## config.mk

```make
export PLATFORM = sky130hd
export DESIGN_NAME = native_port_gate
export DESIGN_NICKNAME = d
export VERILOG_FILES = /design/src/rtl/native_pkg.sv /design/src/rtl/native_sync_fifo.sv /design/src/rtl/native_port_gate.sv
export SDC_FILE = /design/constraint.sdc
export NUM_CORES = 2
export LEC_CHECK = 0
export ABC_AREA = 1
export CAP_MARGIN = 5
export CORE_UTILIZATION = 59
export CTS_BUF_LIST = sky130_fd_sc_hd__clkbuf_8 sky130_fd_sc_hd__clkbuf_16
export CTS_CLUSTER_SIZE = 30
export DETAILED_ROUTE_END_ITERATION = 10
export PLACE_DENSITY_LB_ADDON = 0.12
export SLEW_MARGIN = 20
export SYNTH_ARGS = -nofsm -noshare
export SYNTH_HDL_FRONTEND = slang
export SYNTH_HIERARCHICAL = 1
export SYNTH_SLANG_ARGS = --single-unit
```

## constraint.sdc

```tcl
create_clock -name clk -period 9.4 [get_ports clk]
set_input_delay 0.94 -clock clk [delete_from_list [all_inputs] [get_ports clk]]
set_output_delay 0.94 -clock clk [all_outputs]
set_load 0.05 [all_outputs]
```

## src/rtl/native_pkg.sv

```systemverilog
// rtl/native_pkg.sv - shared types and defaults for the native port gate
package native_pkg;

    localparam int NATIVE_ADDR_W = 25;
    localparam int NATIVE_DATA_W = 128;

    // One byte-enable bit per data byte.
    function automatic int mask_w(input int data_w);
        return data_w / 8;
    endfunction

    // Native command at the default address width.
    typedef struct packed {
        logic                     we;
        logic                     mw;
        logic [NATIVE_ADDR_W-1:0] addr;
    } cmd_t;

    // Command holding register occupancy.
    typedef enum logic {
        EMPTY = 1'b0,
        HELD  = 1'b1
    } gate_state_e;

endpackage

```

## src/rtl/native_sync_fifo.sv

```systemverilog
// rtl/native_sync_fifo.sv - synchronous FIFO with count, full and empty
// Ports:
//   clk, rst          clock, synchronous active-high reset
//   push, push_data   write side; accepted when not full, or when full and popping
//   pop, pop_data     read side; pop_data is the current head
//   count, full, empty occupancy status
module native_sync_fifo #(
    parameter int WIDTH = 8,
    parameter int DEPTH = 8,
    localparam int AW   = $clog2(DEPTH),
    localparam int CW   = AW + 1
) (
    input  logic             clk,
    input  logic             rst,
    input  logic             push,
    input  logic [WIDTH-1:0] push_data,
    input  logic             pop,
    output logic [WIDTH-1:0] pop_data,
    output logic [AW:0]      count,
    output logic             full,
    output logic             empty
);

    localparam logic [AW:0] FULL_CNT = CW'(DEPTH);

    logic [WIDTH-1:0] mem_q [DEPTH];
    logic [AW-1:0]    wr_ptr_q, wr_ptr_d;
    logic [AW-1:0]    rd_ptr_q, rd_ptr_d;
    logic [AW:0]      count_q, count_d;
    logic             do_push, do_pop;

    always_comb begin
        full    = (count_q == FULL_CNT);
        empty   = (count_q == '0);
        do_pop  = pop & ~empty;
        // A push into a full FIFO is fine when the head leaves in the same cycle.
        do_push = push & (~full | do_pop);

        wr_ptr_d = wr_ptr_q + AW'(do_push);
        rd_ptr_d = rd_ptr_q + AW'(do_pop);

        count_d = count_q;
        case ({do_push, do_pop})
            2'b10:   count_d = count_q + CW'(1);
            2'b01:   count_d = count_q - CW'(1);
            default: count_d = count_q;
        endcase
    end

    always_ff @(posedge clk) begin
        if (rst) begin
            wr_ptr_q <= '0;
            rd_ptr_q <= '0;
            count_q  <= '0;
            for (int i = 0; i < DEPTH; i++) begin
                mem_q[i] <= '0;
            end
        end else begin
            wr_ptr_q <= wr_ptr_d;
            rd_ptr_q <= rd_ptr_d;
            count_q  <= count_d;
            if (do_push) begin
                mem_q[wr_ptr_q] <= push_data;
            end
        end
    end

    assign pop_data = mem_q[rd_ptr_q];
    assign count    = count_q;

endmodule

```

## src/rtl/native_port_gate.sv

```systemverilog
// rtl/native_port_gate.sv - holds native cmds until the controller can complete them without stalling
// Ports:
//   clk, rst                       clock, synchronous active-high reset
//   cmd_*                          native command stream in (we, mw, addr)
//   wdata_*                        native write-data stream in (data, byte enables)
//   rdata_*                        native read-return stream out (single beat)
//   ctrl_cmd_*                     controller command out
//   ctrl_wdata_*                   controller write data out
//   ctrl_rdata_valid/data          controller read return in, no backpressure
//   err_rd_unexpected              sticky: read data arrived with nothing outstanding
module native_port_gate
    import native_pkg::*;
#(
    parameter int ADDR_W  = NATIVE_ADDR_W,
    parameter int DATA_W  = NATIVE_DATA_W,
    parameter int WDEPTH  = 8,
    parameter int RDEPTH  = 8,
    localparam int MASK_W = mask_w(DATA_W)
) (
    input  logic              clk,
    input  logic              rst,

    input  logic              cmd_valid,
    output logic              cmd_ready,
    input  logic              cmd_payload_we,
    input  logic              cmd_payload_mw,
    input  logic [ADDR_W-1:0] cmd_payload_addr,

    input  logic              wdata_valid,
    output logic              wdata_ready,
    input  logic [DATA_W-1:0] wdata_payload_data,
    input  logic [MASK_W-1:0] wdata_payload_we,

    output logic              rdata_valid,
    input  logic              rdata_ready,
    output logic              rdata_first,
    output logic              rdata_last,
    output logic [DATA_W-1:0] rdata_payload_data,

    output logic              ctrl_cmd_valid,
    input  logic              ctrl_cmd_ready,
    output logic              ctrl_cmd_we,
    output logic              ctrl_cmd_mw,
    output logic [ADDR_W-1:0] ctrl_cmd_addr,

    output logic              ctrl_wdata_valid,
    input  logic              ctrl_wdata_ready,
    output logic [DATA_W-1:0] ctrl_wdata_data,
    output logic [MASK_W-1:0] ctrl_wdata_we,

    input  logic              ctrl_rdata_valid,
    input  logic [DATA_W-1:0] ctrl_rdata_data,

    output logic              err_rd_unexpected
);

    localparam int WAW = $clog2(WDEPTH);
    localparam int RAW = $clog2(RDEPTH);
    localparam int WCW = WAW + 1;
    localparam int RCW = RAW + 1;
    localparam int RSW = RAW + 2;
    localparam logic [RAW+1:0] RSUM_LIM = RSW'(RDEPTH);

    typedef struct packed {
        logic              we;
        logic              mw;
        logic [ADDR_W-1:0] addr;
    } hold_t;

    gate_state_e state_q, state_d;
    hold_t       hold_q, hold_d;
    logic [WAW:0] claimed_q, claimed_d;
    logic [RAW:0] rd_out_q, rd_out_d;
    logic         err_q, err_d;

    logic [WAW:0]   wcount;
    logic           wfull, wempty;
    logic [RAW:0]   rcount;
    logic           rfull, rempty;
    logic [RAW+1:0] rsum;

    logic cmd_hs, issue, wr_issue, rd_issue;
    logic wgate, rgate;
    logic wdata_push, wdata_pop, rd_push, rd_pop;

    // Handshakes and gate conditions
    always_comb begin
        cmd_hs   = cmd_valid & cmd_ready;
        issue    = ctrl_cmd_valid & ctrl_cmd_ready;
        wr_issue = issue & hold_q.we;
        rd_issue = issue & ~hold_q.we;

        // A write may go only if some buffered beat is not yet owned by an
        // earlier issued write.
        wgate = (wcount > claimed_q);
        // Every outstanding read plus every parked beat needs a return slot.
        rsum  = {1'b0, rd_out_q} + {1'b0, rcount};
        rgate = (rsum < RSUM_LIM);

        wdata_push = wdata_valid & wdata_ready;
        wdata_pop  = ctrl_wdata_valid & ctrl_wdata_ready;
        rd_pop     = rdata_valid & rdata_ready;
        rd_push    = ctrl_rdata_valid & (~rfull | rd_pop);
    end

    // FSM: state register
    always_ff @(posedge clk) begin
        if (rst) begin
            state_q <= EMPTY;
            hold_q  <= '0;
        end else begin
            state_q <= state_d;
            hold_q  <= hold_d;
        end
    end

    // FSM: next state and holding register
    always_comb begin
        state_d = state_q;
        hold_d  = hold_q;
        case (state_q)
            EMPTY: if (cmd_hs) state_d = HELD;
            HELD:  if (issue && !cmd_hs) state_d = EMPTY;
            default: state_d = EMPTY;
        endcase
        if (cmd_hs) begin
            hold_d.we   = cmd_payload_we;
            hold_d.mw   = cmd_payload_mw;
            hold_d.addr = cmd_payload_addr;
        end
    end

    // FSM: outputs
    always_comb begin
        ctrl_cmd_valid = (state_q == HELD) & (hold_q.we ? wgate : rgate);
        // Accept a new cmd when the register is free or is being vacated now.
        cmd_ready      = (state_q == EMPTY) |
                         ((state_q == HELD) & ctrl_cmd_valid & ctrl_cmd_ready);
        ctrl_cmd_we    = hold_q.we;
        ctrl_cmd_mw    = hold_q.mw;
        ctrl_cmd_addr  = hold_q.addr;
    end

    // Claim and outstanding-read counters, sticky error
    always_comb begin
        claimed_d = claimed_q;
        case ({wr_issue, wdata_pop})
            2'b10:   claimed_d = claimed_q + WCW'(1);
            2'b01:   claimed_d = claimed_q - WCW'(1);
            default: claimed_d = claimed_q;
        endcase

        rd_out_d = rd_out_q;
        case ({rd_issue, ctrl_rdata_valid})
            2'b10: rd_out_d = rd_out_q + RCW'(1);
            // An unexpected return must not wrap the counter below zero.
            2'b01: if (rd_out_q != '0) rd_out_d = rd_out_q - RCW'(1);
            default: rd_out_d = rd_out_q;
        endcase

        err_d = err_q | (ctrl_rdata_valid & (rd_out_q == '0));
    end

    always_ff @(posedge clk) begin
        if (rst) begin
            claimed_q <= '0;
            rd_out_q  <= '0;
            err_q     <= 1'b0;
        end else begin
            claimed_q <= claimed_d;
            rd_out_q  <= rd_out_d;
            err_q     <= err_d;
        end
    end

    // Write data parks here until its cmd has gone to the controller.
    native_sync_fifo #(
        .WIDTH (DATA_W + MASK_W),
        .DEPTH (WDEPTH)
    ) u_wdata_fifo (
        .clk       (clk),
        .rst       (rst),
        .push      (wdata_push),
        .push_data ({wdata_payload_data, wdata_payload_we}),
        .pop       (wdata_pop),
        .pop_data  ({ctrl_wdata_data, ctrl_wdata_we}),
        .count     (wcount),
        .full      (wfull),
        .empty     (wempty)
    );

    // Read returns land here since the controller cannot be stalled.
    native_sync_fifo #(
        .WIDTH (DATA_W),
        .DEPTH (RDEPTH)
    ) u_rdata_fifo (
        .clk       (clk),
        .rst       (rst),
        .push      (rd_push),
        .push_data (ctrl_rdata_data),
        .pop       (rd_pop),
        .pop_data  (rdata_payload_data),
        .count     (rcount),
        .full      (rfull),
        .empty     (rempty)
    );

    always_comb begin
        wdata_ready       = ~wfull;
        // claimed never exceeds the buffered count; the empty term is a guard.
        ctrl_wdata_valid  = (claimed_q != '0) & ~wempty;
        rdata_valid       = ~rempty;
        rdata_first       = 1'b1;
        rdata_last        = 1'b1;
        err_rd_unexpected = err_q;
    end

endmodule
```

==> metrics <==
status finished clean; clock skew 45.6 ps; CTS resizes 0; H-tree depth 4; vias in the first global route 68000; flops & latches, synth 2233; WS Path Type register to primary output; setup TNS 0 ps; Die Wd 407 microns; WL per Instance 22.5 microns; RSZ-0062 raised after global routing false; fmax 155 MHz; Final Wtd Congestion 0.808; largest family of logic cells by synthesized area simple AND/OR/NAND/NOR gates; Worst Tran Pin Value 1200 ps; EDFF count, synth 2176; Core Footprint 163000 sq um; Worst Hold Class register to register; total CTS buffers 221; Worst EP required 8460 ps; RR Startpoint u_wdata_fifo/count[0]; Initial Util 59.4%; top cell type's share of synthesized area 67.5%; first-pass GRT wire length 400000 microns; peak supply drop 0.234 mV; vias 70600; hpwl dp 135000 microns; clock root cell clkbuf_16; number of max-cap violations 0; Die Area 166000 sq um; Worst Path Arrival 5510 ps; top_reg_cell synth edfxtp_1; # setup viols final 0; critical path fanouts, max 93; Gate Count Post-Synth 9292; crit path time final 6450 ps; clk_lat worst skew 870 ps; clock sink count 2233; CTS tree yes; count leader, synth nor2_1; largest net degree at the start of global routing 294; Tcrit/Tclk final 68.7%; DRT Pass-1 Iters 6; Worst slew margin 19.7%; Post-Synth XOR/XNOR Area 0.0724%; Power Total 25.6 mW; Leak 42.9 nW; I/O Buffers 611; Reg clk slew, reported paths 60 ps; Synth area leader edfxtp_1; simple-gate area share of the yosys netlist 17.0%; Avg Synthesized Cell Area 10.4 sq um; aggregate routed wire length 267000 microns; initial DRC count 8251; synth warn 6; Ports 614; mux share of post-synthesis cell area 0%; Max Root-Sink Buffers 3; fraction of layout cells with a size suffix above 1 4.61%; top cells by count, synth nor2_1 (4157), edfxtp_1 (2176), o21ai_0 (1109), inv_1 (341), clkbuf_1 (329); post-synthesis adder-cell area fraction 0.326%; power per cell area 232 nW/um^2; max-slew violation count 0; ANT nets after route 0; DRC 0; die height 407 microns; Final Hold Vio Count 0; placement row count 148; Synth cell types 37; Synth Area in Compound Gates 9.45%; post-CTS setup buffer count 0; synth top area cells edfxtp_1 (68%), nor2_1 (16%), o21ai_0 (5.7%); Post-synth ARST share 0%; Hold Buf Count CTS 0; Nets 9868; post-synthesis sequential area ratio 68.7%; vias per inst 5.93; initial antenna violation count 30; GRT overflow 0; P&R area growth vs syn 14.2%; HP Start err_rd_unexpected; Cell Count, Final, Fillers Out 11900; placed cell count 11500; All-Layer GR Usage 31.8%; kind of end point of the critical path primary output; Post-Syn Area 96800 sq um; crit path from u_rdata_fifo/rd_ptr_q[0]; startpoint types register
==> worst max-delay path, cell delays in order, from the launching register on <==
cell and delay (ps):
dfxtp_4 950, buf_4 880, buf_4 890, o21ai_0 210, o22ai_1 210, nor2_1 60
a31oi_1 370, clkdlybuf4s50_1 880
==> path summary, 6_finish.rpt <==
path                                                   to  slack [ps]  cells past startpoint
worst max-delay path               rdata_payload_data[63]        2950                      7
worst min register to register          err_rd_unexpected         470                      2
worst max register to register  u_wdata_fifo/mem_q[1][54]        4200                     12
worst min-delay path                    err_rd_unexpected         470                      2
==> stage by stage <==
stage / setup slack [ps] / area, sq um / hold WS, ps / util [%]
2_1_floorplan: 2950 / 96800 / 468 / -
3_3_place_gp: 3850 / 104000 / 445 / 63.7
3_5_place_dp: 3830 / 104000 / 456 / 63.7
4_1_cts: 3010 / 110000 / 468 / 67.8
5_1_grt: 2670 / 110000 / 495 / 67.9
6_report: 2950 / 110000 / 465 / 67.9
==> state kept, by name, indices dropped and copies added (netlist names) <==
register	count
u_rdata_fifo/rd_ptr_q	3
rd_out_q	4
ctrl_cmd_addr	25
u_wdata_fifo/wr_ptr_q	3
u_rdata_fifo/mem_q	1024
ctrl_cmd_mw	1
u_wdata_fifo/mem_q	1152
u_wdata_fifo/count	4
err_rd_unexpected	1
ctrl_cmd_we	1
u_wdata_fifo/rd_ptr_q	3
u_rdata_fifo/wr_ptr_q	3
claimed_q	4
u_rdata_fifo/count	4
state_q	1
==> cell type report <==
type / count / area (sq um)
Antenna cell: 6 / 15.0
Clock buffer: 227 / 5620
Sequential cell: 2233 / 66500
Clock inverter: 181 / 1070
Fill cell: 12100 / 52300
Tap cell: 2175 / 2720
Timing Repair Buffer: 685 / 6920
Inverter: 351 / 1370
Multi-Input combinational cell: 6045 / 26200
==> kinds of logic after synthesis <==
kind of cell | count (synthesis)
and+or+nand+nor | 4321
AOI/OAI and AO/OA | 1690
DFF | 2233
buffers and inverters | 1015
adders and majority gates | 24
xor gates and xnor gates | 8
other | 1
==> report_power, final <==
group / internal [mW] / switching (mW)
registers: 11.5 / 0.211
logic: 1.63 / 4.15
clock network: 4.46 / 3.71
total: 17.5 / 8.08
==> routing by layer <==
| layer | GRT usage [%] | up-vias | part of all wire [%] |
|---|---|---|---|
| met5 | 0 | - | 0.11 |
| met4 | 13.7 | 44 | 4.1 |
| li1 | - | 32200 | - |
| met2 | 53.2 | 3627 | 49 |
| met3 | 6.98 | 564 | 10 |
| met1 | 39.8 | 34300 | 37 |
==> layout by cell type, fill, tap and decap left out, types with 5 or more instances in the layout <==
master and count:
nor2_1 4157, edfxtp_1 2176, o21ai_0 1109, clkdlybuf4s50_1 611
inv_1 397, a31oi_1 273, o22ai_1 272, clkbuf_16 222
nand2_1 70, clkinv_1 58, buf_4 55, dfxtp_1 53
clkinv_2 44, nand2_4 23, ha_1 22, nor2_2 20
a21oi_1 17, o21ai_1 17, buf_12 17, nand3_1 15
nand2_8 9, nand2_2 7, nand4_1 7, inv_8 7
diode_2 6, xnor2_1 6, inv_6 5, inv_16 5
bufinv_16 5, clkbuf_8 5
(Power assumes the default switching activity.)
